===== config.mk =====
export PLATFORM = sky130hd
export DESIGN_NAME = lfsr_share_arb
export DESIGN_NICKNAME = d
export VERILOG_FILES = /design/src/rtl/lfsr_share_arb.sv
export SDC_FILE = /design/constraint.sdc
export NUM_CORES = 1
export LEC_CHECK = 0
export CORE_MARGIN = 4
export CORE_UTILIZATION = 44
export DETAILED_ROUTE_END_ITERATION = 8
export MAX_ROUTING_LAYER = met4
export PLACE_DENSITY = 0.94
export REMOVE_ABC_BUFFERS = 1
export SYNTH_ARGS = -nofsm -noshare
export SYNTH_HDL_FRONTEND = slang
export SYNTH_SLANG_ARGS = --single-unit
export TNS_END_PERCENT = 50

===== constraint.sdc =====
create_clock -name aclk -period 5.19 [get_ports aclk]
set_clock_uncertainty 0.15 [all_clocks]
set_input_delay 0.519 -clock aclk [delete_from_list [all_inputs] [get_ports aclk]]
set_output_delay 0.519 -clock aclk [all_outputs]
set_load 0.005 [all_outputs]

===== src/rtl/lfsr_share_arb.sv =====
// Round-robin arbiter that hands out words from one shared external LFSR,
// advancing it only on a completed handshake and deferring reseeds to idle.
module lfsr_share_arb #(
    parameter int NREQ = 4,
    parameter int PTRW = $clog2(NREQ)
) (
    input  logic            aclk,
    input  logic            aresetn,
    input  logic [NREQ-1:0] req,
    output logic [NREQ-1:0] rnd_valid,
    input  logic [NREQ-1:0] rnd_ready,
    output logic [31:0]     rnd_data,
    input  logic            reseed,
    output logic            lfsr_en,
    output logic            lfsr_srst,
    input  logic [31:0]     lfsr_value,
    output logic            busy,
    output logic [31:0]     draw_cnt
);

    typedef enum logic [1:0] {IDLE, SERVE, RESEED} state_t;

    state_t          state;
    state_t          state_nxt;
    logic [PTRW-1:0] grant;
    logic [PTRW-1:0] grant_nxt;
    logic [PTRW-1:0] last_grant;
    logic [PTRW-1:0] pick;
    logic [PTRW-1:0] cand;
    logic            found;
    logic            handshake;
    logic            reseed_pending;
    logic            pending_nxt;

    // Rotating priority: first requester strictly after the last one served.
    always_comb begin
        pick  = last_grant;
        found = 1'b0;
        cand  = '0;
        for (int i = 1; i <= NREQ; i++) begin
            cand = PTRW'((int'(last_grant) + i) % NREQ);
            if (!found && req[cand]) begin
                pick  = cand;
                found = 1'b1;
            end
        end
    end

    assign handshake   = (state == SERVE) && rnd_ready[grant];
    assign pending_nxt = reseed || (reseed_pending && (state != IDLE));

    always_comb begin
        state_nxt = state;
        grant_nxt = grant;
        case (state)
            IDLE: begin
                if (reseed_pending) begin
                    state_nxt = RESEED;
                end else if (found) begin
                    state_nxt = SERVE;
                    grant_nxt = pick;
                end
            end
            SERVE: begin
                if (handshake) state_nxt = IDLE;
            end
            RESEED:  state_nxt = IDLE;
            default: state_nxt = IDLE;
        endcase
    end

    always_comb begin
        rnd_valid = '0;
        if (state == SERVE) rnd_valid[grant] = 1'b1;
    end

    // The LFSR only moves on handshake, so the pass-through is stable in SERVE.
    assign rnd_data  = lfsr_value;
    assign lfsr_en   = handshake;
    assign lfsr_srst = (state == RESEED);
    assign busy      = (state != IDLE);

    always_ff @(posedge aclk or negedge aresetn) begin
        if (!aresetn) begin
            state          <= IDLE;
            grant          <= '0;
            last_grant     <= PTRW'(NREQ - 1);
            draw_cnt       <= '0;
            reseed_pending <= 1'b0;
        end else begin
            state          <= state_nxt;
            grant          <= grant_nxt;
            reseed_pending <= pending_nxt;
            if (handshake) begin
                draw_cnt   <= draw_cnt + 32'd1;
                last_grant <= grant;
            end
        end
    end

endmodule


Word-level counts from Yosys, hierarchy flattened. Index checks and enable logic that the tools add are counted.

Register bits: 39. Input bits: 43. Output and inout bits: 71. Word-level logic and storage cells: 60.

Add/subtract/negate cells: 5. Magnitude comparators: 6. Eq/ne operators: 4. Mux-type cells: 25. Bitwise gates (word level): 1. Reduce and logical (&&, ||, !) cells: 14.

Operators by type and width (count): adder 32 x 1 -> 32 bit (second input constant) (1); less-than comparator 2 x 3 -> 1 bit (second input constant) (5); two-way mux 2 bit (7); binary-select mux 1 bit (select 2 bit) (5); two-way mux 1 bit (10); logical AND 1 bit (6); adder 2 x 1 -> 2 bit (second input constant) (2); adder 2 bit (second input constant) (2); two-way mux 4 bit (1); one-hot mux 2 bit (2 select lines) (1); zero test 1 bit (3); inequality test 3 bit (second input constant) (1); AND reduction 3 bit (1); demux 1 bit (select 2 bit) (1); == test 2 x 1 -> 1 bit (second input constant) (1); == test 2 bit (second input constant) (1); >= comparator 2 x 1 -> 1 bit (second input constant) (1); zero test 2 bit (1); inequality test 2 bit (second input constant) (1); AND reduction 2 bit (1); nonzero test 2 bit (1); logical OR 1 bit (1); inverter 1 bit (1).

Logic depth before layout (Yosys ltp). Gate-level depths: netlist of the first run.

Depth in word-level cells: 16. Gate-level depth with buffers: 6.

Worst setup path before layout of the first run. OpenSTA, ideal clock, no wires.

Path kind: register to output. Start point: reg grant[1]. End point: out lfsr_en. Arrival: 1.126 ns. Data required time: 4.521 ns. Setup slack: 3.395 ns. Cell stages (with the launch flop): 5. Buffers on the path: 1. Cells stage by stage: dfrtp_1 > buf_4 > mux2_2 > a2bb2oi_4 > inv_2.

Word-level cells in the longest chain between the ends: 3.

RTL lines: start: declaration (RTL line 25) `logic [PTRW-1:0] grant;`; start signal: assignment (RTL line 92) `grant <= grant_nxt;`; binary-select mux 1 bit (select 2 bit) (RTL line 49) `assign handshake = (state == SERVE) && rnd_ready[grant];`; two-way mux 1 bit (not written as such) (RTL line 49); logical AND 1 bit (RTL line 49); end: declaration (RTL line 14) `output logic lfsr_en,`.

Every way passes these cells. The select of a mux whose other input is x is not followed.

Worst setup path after layout of the first run.
Start point: in rnd_ready[3]. End point: out lfsr_en.

Word-level cells in the longest chain between the ends: 3.

RTL lines: start: declaration (RTL line 11) `input logic [NREQ-1:0] rnd_ready,`; binary-select mux 1 bit (select 2 bit) (RTL line 49); two-way mux 1 bit (not written as such) (RTL line 49); logical AND 1 bit (RTL line 49).

Every way passes these cells. The select of a mux whose other input is x is not followed.

==> flow_summary.yaml, run 1 <==
cts:
  numCtsBuffers: 5
  ctsHoldBuffers: 0
  cts_resized: 0
  cts_setup_buffers: 0
  cts_buffer_depth: 2
  clk_pin_slew_worst_paths_ns: 0.07
  clock_latency_ns: 0.29
  cts.htree.levels: 2
  clock_sinks: 39
  cts_tree: "done"
  root_buffer: "clkbuf_8"
drt:
  wl_per_cell_um: 20.4
  dr.pass1.iters: 4
  vias: 1746
  drtAntennaViolNets: 0
  finalWirelength_um: 6390
  drt_iter0_markers: 184
  viasPerCell: 5.58
  drc: 0
layout:
  synthToLayoutAreaGrowth_pct: 16.8
  layout_common_cells: "clkdlybuf4s50_1, dfrtp_1, nand2_1, xor2_1, xnor2_1"
  finalNonFillerCells: 313
  antennaDiodeCount: 0
  drive_gt1_share_pct: 12.8
  fillers: 470
  final_common_cell: "clkdlybuf4s50_1"
  fin_nets: 286
floorplan:
  dieHeight_um: 80.9
  fp.dieW_um: 80.9
  die_area_um2: 6550
  io_pins: 114
  rows: 26
  core_um2: 5140
  start_util_pct: 45.5
critical_path:
  cp-start-kind: "primary input"
  regToRegSetupSlack_ns: 3.10
  worst-path-max-fanout: 14
  worst_r2r_path_depth: 5
  crit_type: "primary input to output port"
  r2r_end: "draw_cnt[3]$_DFFE_PN0P_"
  r2r-start: "grant[1]$_DFFE_PN0P_"
  crit_arrival_ns: 2.38
  end_kind: "output port"
  worstPathRequired_ns: 4.52
global_routing:
  antenna_found_initial: 0
  grt_max_degree: 40
  track_usage_pct: 21.3
  overflow: 0
  grt_pass1_wl_um: 9960
  grt_pass1_vias: 1734
sta:
  setup_violations: 0
  max_freq_mhz: 328
  period_share_pct: 58.7
  rsz0062_at_grt: "no"
  fin_crit_ns: 3.05
  setup_tns_ns: 0
  tightest_slew_ns: 0.856
  finalHoldViolCount: 0
  drv_slew: 0
  slew_headroom_pct: 42.9
pwr:
  vdd_ir_drop_max_mv: 0.142
  power_density_nw_per_um2: 336
  leakage_nw: 1.17
placement:
  port_buffers: 49
  dp_cells: 305
  dpl.hpwl_um: 4750
  gp_congestion: 0.850
logic_synthesis:
  synth_area_um2: 2340
  synth_edf_count: 0
  synth-seq-cells: 39
  yosysUniqueCellTypes: 43
  syn_inst: 224
  synth-async-reset-ratio_pct: 100
  post_synth.cell_area_avg_um2: 10.5
  synth_warnings: 0
  yosysSeqAreaShare_pct: 41.8
  synthFlopType: "dfrtp_1"
hold_path:
  hp-class: "primary input to asynchronous set/reset pin"
job:
  drv_cap: 0
outcome:
  status: "finished clean"
[cells by family after synthesis]
kind of cell	after synthesis	synth area share (%)
XOR/XNOR	31	11.6
adder cells (fa/ha/maj)	1	0.534
flip-flops	39	41.8
multiplexers	8	4.12
buffers and inverters	42	12.6
AO/OA/AOI/OAI	8	3.31
AND/OR/NAND/NOR	95	26.1
[final cells by class]
type | count | area, um2 | area share [%]
sequential | 39 | 978 | 35.8
multi-input combinational | 143 | 1070 | 39.1
clock buffer | 8 | 100 | 3.66
timing repair buffer | 49 | 485 | 17.7
inverter | 4 | 15.0 | 0.549
tap | 70 | 87.6 | 3.20
[layer usage]
layer | vias up | GRT usage (%) | part of all wire (%)
li1 | 791 | - | -
met1 | 853 | 27.4 | 44
met2 | 96 | 27.5 | 40
met3 | 6 | 14.5 | 14
met4 | 0 | 4.05 | 0.99
met5 | - | - | 0
[critical path, stage by stage]
cell             delay, ns
clkdlybuf4s50_1       0.45
mux2i_1               0.30
a2bb2oi_4             0.43
inv_2                 0.18
clkdlybuf4s50_1       0.49
[synth_stat cells, types with 2 or more instances]
cell | n | area share, %
and3_1 | 7 | 1.9
dfstp_2 | 2 | 2.2
nor2_1 | 4 | 0.64
o221ai_1 | 2 | 0.75
inv_1 | 3 | 0.48
and4_1 | 4 | 1.5
nand4_2 | 2 | 1.1
nand4_1 | 10 | 2.7
mux2i_1 | 4 | 1.7
clkbuf_1 | 2 | 0.32
nand2_1 | 24 | 3.8
mux2_2 | 3 | 1.4
nor3_1 | 7 | 1.5
nand3_1 | 8 | 1.7
buf_4 | 34 | 11
and2_1 | 5 | 1.3
nor4_2 | 5 | 2.7
nor2b_1 | 3 | 0.80
dfrtp_1 | 37 | 40
xor2_1 | 20 | 7.5
xnor2_1 | 11 | 4.1
nor4_1 | 6 | 1.6
[state kept, by name, indices dropped and copies added (netlist names)]
register,cells
draw_cnt,32
grant,2
last_grant,2
reseed_pending,1
state,2
[report_power, final]
group | internal (mW) | leakage, nW | switching [mW] | total (mW)
clock network | 0.121 | 0.0515 | 0.101 | 0.222
logic | 0.149 | 0.629 | 0.118 | 0.266
registers | 0.353 | 0.486 | 0.0763 | 0.430
total | 0.623 | 1.17 | 0.295 | 0.918
[worst max-delay path by stage]
stage                                    start      end
after floorplan           grant[1]$_DFFE_PN0P_  lfsr_en
after global routing      grant[1]$_DFFE_PN0P_  lfsr_en
after detailed placement          rnd_ready[3]  lfsr_en
after CTS                         rnd_ready[3]  lfsr_en
after global placement            rnd_ready[0]  lfsr_en
final                             rnd_ready[3]  lfsr_en
[per-stage QoR]
stage	utilization [%]	power (mW)	cell area, um2	setup WS (ns)	hold slack, ns
after floorplan	-	0.567	2060	3.21	0.0734
after global placement	51.3	0.687	2640	2.25	0.307
after detailed placement	51.3	0.700	2640	2.15	0.308
after CTS	53.2	0.921	2740	2.14	0.213
after global routing	53.2	0.975	2740	2.05	0.263
final	53.2	0.918	2740	2.14	0.188
Note: power is estimated with default switching activity, not from simulation.
==> inputs of run 2 (changes only) <==
Settings changed: CORE_UTILIZATION 44 to 41, PLACE_DENSITY 0.94 to 0.89.
Clock period 5.19 ns to 3.1 ns, I/O delays scaled along.
==> run 2 against run 1 <==
Compared with the run above: count of clock-buffer cells in the layout shrank 2; non-clock buffer count grew 2; sequential share of layout area shrank 0.67 points; worst setup slack lost 1.5 ns; sequential power grew 66%; utilization shrank 2.6 points; total power grew 82%; critical path type is now register to output port.
==> flow_summary.yaml, run 2 (same netlist as run 1, synthesis figures left out) <==
floorplan:
  io_pins: 114
  dieHeight_um: 83.6
  die_area_um2: 6980
  start_util_pct: 42.5
  fp.dieW_um: 83.6
  rows: 27
  core_um2: 5510
sta:
  rsz0062_at_grt: "no"
  setup_violations: 0
  max_freq_mhz: 405
  tightest_slew_ns: 0.898
  drv_slew: 0
  fin_crit_ns: 2.47
  finalHoldViolCount: 0
  period_share_pct: 79.7
  slew_headroom_pct: 40.1
  setup_tns_ns: 0
critical_path:
  crit_arrival_ns: 2.01
  worstPathRequired_ns: 2.64
  worst-path-max-fanout: 10
  crit_type: "register to output port"
  cp-start-kind: "register"
  end_kind: "output port"
global_routing:
  overflow: 0
  grt_pass1_wl_um: 9940
  grt_pass1_vias: 1707
  grt_max_degree: 40
  antenna_found_initial: 0
  track_usage_pct: 19.1
pwr:
  vdd_ir_drop_max_mv: 0.239
  power_density_nw_per_um2: 599
  p_total_mw: 1.67
  leakage_nw: 1.19
layout:
  fin_area_um2: 2790
  fin_nets: 288
  final_common_cell: "clkdlybuf4s50_1"
  regMostFlops: "draw_cnt"
  drive_gt1_share_pct: 13.1
  antennaDiodeCount: 0
  synthToLayoutAreaGrowth_pct: 19.1
  final_util_pct: 50.6
  finalNonFillerCells: 317
  layout_common_cells: "clkdlybuf4s50_1, dfrtp_1, nand2_1, xor2_1, xnor2_1"
  fillers: 471
  largest_reg_flops: 32
drt:
  vias: 1733
  dr.pass1.iters: 4
  drtAntennaViolNets: 0
  drt_iter0_markers: 104
  drc: 0
  viasPerCell: 5.47
  wl_per_cell_um: 19.9
  finalWirelength_um: 6300
cts:
  root_buffer: "clkbuf_8"
  cts_buffer_depth: 2
  clock_sinks: 39
  cts.htree.levels: 2
  cts_resized: 0
  clk_pin_slew_worst_paths_ns: 0.08
  cts_tree: "done"
  clock_latency_ns: 0.30
  numCtsBuffers: 5
placement:
  port_buffers: 49
  dp_cells: 308
  gp_congestion: 0.815
  postPlaceCellArea_um2: 2650
  dpl.hpwl_um: 4720
outcome:
  status: "finished clean"
job:
  drv_cap: 0
hold_path:
  hp-class: "register to register"
-- run 2: path summary, 6_finish.rpt --
kind	startpoint	end	slack, ns	depth (start not counted)
max in group asynchronous	aresetn	state[1]$_DFFE_PN0P_	1.70	2
min in group asynchronous	aresetn	draw_cnt[3]$_DFFE_PN0P_	0.53	2
hold / removal	draw_cnt[31]$_DFFE_PN0P_	draw_cnt[31]$_DFFE_PN0P_	0.32	1
setup / recovery	grant[1]$_DFFE_PN0P_	lfsr_en	0.63	4
hold reg to reg	draw_cnt[31]$_DFFE_PN0P_	draw_cnt[31]$_DFFE_PN0P_	0.32	1
setup reg to reg	grant[1]$_DFFE_PN0P_	draw_cnt[24]$_DFFE_PN0P_	1.07	4
-- run 2: layout make-up --
cell class,instances,area [um2],area share [%]
Timing Repair Buffer,51,503,18.0
Multi-Input combinational cell,143,1070,38.3
Clock inverter,2,60.1,2.15
Inverter,4,15.0,0.539
Sequential cell,39,978,35.1
Tap cell,72,90.1,3.23
Clock buffer,6,72.6,2.60
-- run 2: repair_timing --
action,in CTS,in global routing
setup endpoints to repair,0,0
hold buffers,1,0
endpoints found under the hold margin,5,0
setup buffers,0,0
-- run 2: report_power, final --
| group | leakage, nW | switching, mW | internal (mW) | total (mW) |
|---|---|---|---|---|
| clock network | 0.0654 | 0.184 | 0.322 | 0.506 |
| logic | 0.638 | 0.197 | 0.255 | 0.451 |
| registers | 0.486 | 0.122 | 0.591 | 0.713 |
-- run 2: through the flow --
step	setup WS [ns]	hold slack, ns
2_1_floorplan	1.32	-0.136
3_3_place_gp	0.878	0.309
3_5_place_dp	0.839	0.313
4_1_cts	0.635	0.324
5_1_grt	0.562	0.351
6_report	0.629	0.324
-- run 2: critical path, stage by stage, from the launching register on --
cell	delay [ns]
dfrtp_1	0.55
mux2_2	0.43
a2bb2oi_4	0.16
inv_2	0.10
clkdlybuf4s50_1	0.47
-- run 2: metal layers --
| metal | track usage, % | share of wire [%] | up-vias |
|---|---|---|---|
| li1 | - | - | 796 |
| met1 | 23.9 | 45 | 848 |
| met2 | 23.8 | 40 | 84 |
| met3 | 14.1 | 13 | 5 |
| met4 | 5.26 | 1.1 | 0 |
| met5 | - | 0 | - |
==> inputs of run 3 (changes only) <==
Settings changed: CORE_UTILIZATION 41 to 37, PLACE_DENSITY 0.89 to 0.85.
Clock period 3.1 ns to 2.1 ns, I/O delays scaled along.
==> run 3 against run 2 <==
Compared with the run above: cell area grew 4.0%; flip-flop and latch count is the same; wire length grew 3.7%.
==> flow_summary.yaml, run 3 (same netlist as run 1, synthesis figures left out) <==
layout:
  regMostFlops: "draw_cnt"
  synthToLayoutAreaGrowth_pct: 23.9
  antennaDiodeCount: 0
  fin_nets: 303
  largest_reg_flops: 32
  final_util_pct: 48.1
  finalNonFillerCells: 335
  fillers: 547
  drive_gt1_share_pct: 20.8
  layout_common_cells: "clkdlybuf4s50_1, dfrtp_1, nand2_1, xor2_1, buf_4"
  final_common_cell: "clkdlybuf4s50_1"
drt:
  drt_iter0_markers: 99
  finalWirelength_um: 6530
  wl_per_cell_um: 19.5
  drtAntennaViolNets: 0
  drc: 0
  viasPerCell: 5.34
  vias: 1790
  dr.pass1.iters: 4
critical_path:
  crit_type: "register to output port"
  worst-path-max-fanout: 5
  cp-start-kind: "register"
  crit_arrival_ns: 1.67
  worstPathRequired_ns: 1.74
  end_kind: "output port"
sta:
  setup_violations: 0
  worst_slack_ns: 0.0698
  slew_headroom_pct: 42.8
  tightest_slew_ns: 0.858
  drv_slew: 0
  max_freq_mhz: 493
  fin_crit_ns: 2.03
  period_share_pct: 96.7
  finalHoldViolCount: 0
  rsz0062_at_grt: "yes"
cts:
  clk_pin_slew_worst_paths_ns: 0.07
  root_buffer: "clkbuf_8"
  clock_latency_ns: 0.29
  cts.htree.levels: 2
  cts_tree: "done"
  clock_sinks: 39
  cts_buffer_depth: 2
  numCtsBuffers: 5
pwr:
  power_density_nw_per_um2: 850
  leakage_nw: 1.27
  vdd_ir_drop_max_mv: 0.418
floorplan:
  io_pins: 114
  fp.dieW_um: 87.5
  start_util_pct: 38.8
  core_um2: 6030
  dieHeight_um: 87.5
  rows: 28
  die_area_um2: 7660
global_routing:
  grt_pass1_wl_um: 10300
  grt_max_degree: 40
  antenna_found_initial: 0
  overflow: 0
  grt_pass1_vias: 1851
  track_usage_pct: 18.5
hold_path:
  hp-class: "primary input to output port"
job:
  drv_cap: 0
placement:
  pre_cts_ws_ns: 0.0896
  dpl.hpwl_um: 4850
  dp_cells: 317
  port_buffers: 49
  gp_congestion: 0.801
outcome:
  status: "finished clean"
## run 3: changes by cell type in the layout (fill, tap and decap cells not counted), moves of 2 or more
cell       change
dfrtp_2        +4
buf_4         +15
bufinv_16      -2
dfrtp_1        -4
clkbuf_8       +2
## run 3: power breakdown
part | total, mW | switching, mW | leakage [nW] | internal (mW)
combinational | 0.872 | 0.367 | 0.736 | 0.505
clock | 0.558 | 0.259 | 0.0505 | 0.299
sequential | 1.04 | 0.156 | 0.481 | 0.881
total | 2.47 | 0.782 | 1.27 | 1.68
## run 3: final timing paths
check / from / to / slack [ns] / depth (start not counted)
min: lfsr_value[3] / rnd_data[3] / 0.27 / 0
max: state[1]$_DFFE_PN0P_ / busy / 0.07 / 3
max reg2reg: draw_cnt[0]$_DFFE_PN0P_ / draw_cnt[28]$_DFFE_PN0P_ / 0.12 / 5
max in group asynchronous: aresetn / state[1]$_DFFE_PN0P_ / 0.78 / 2
min in group asynchronous: aresetn / draw_cnt[28]$_DFFE_PN0P_ / 0.42 / 2
min reg2reg: draw_cnt[31]$_DFFE_PN0P_ / draw_cnt[31]$_DFFE_PN0P_ / 0.32 / 1
## run 3: critical path, cell delays in order, from the launching register on
cell and delay (ns):
dfrtp_2 0.46, buf_4 0.16, or2_2 0.31, clkdlybuf4s50_1 0.46
## run 3: layout make-up
class	count	area, um2	share of cell area, %
Sequential cell	39	983	33.9
Timing Repair Buffer	66	614	21.2
Tap cell	75	93.8	3.24
Inverter	4	15.0	0.518
Multi-Input combinational cell	143	1090	37.6
Clock inverter	1	7.51	0.259
Clock buffer	7	96.3	3.32
## run 3: what timing repair did
action                                  in CTS  in global routing
gates cloned                                 0                  0
buffers inserted                             5                  4
resized for setup                            7                  2
endpoints found under the setup margin       4                  7
endpoints found under the hold margin       37                  0
pin swaps                                    1                  0
hold buffers                                 1                  0
## run 3: layer usage
layer	global-route usage (%)	part of all wire, %	vias to the layer above
met3	11.6	12	8
met5	-	0	-
met2	23.6	42	87
met1	24.7	44	870
met4	4.04	1.0	0
li1	-	-	825
## run 3: per-stage QoR
step	setup TNS, ns	area, um2	hold WS, ns	total power, mW
after global routing	-0.120	2900	0.270	2.62
after CTS	0	2860	0.270	2.43
after detailed placement	0	2690	0.222	1.79
after floorplan	0	2060	-0.236	1.40
after global placement	0	2690	0.216	1.77
final	0	2900	0.270	2.47
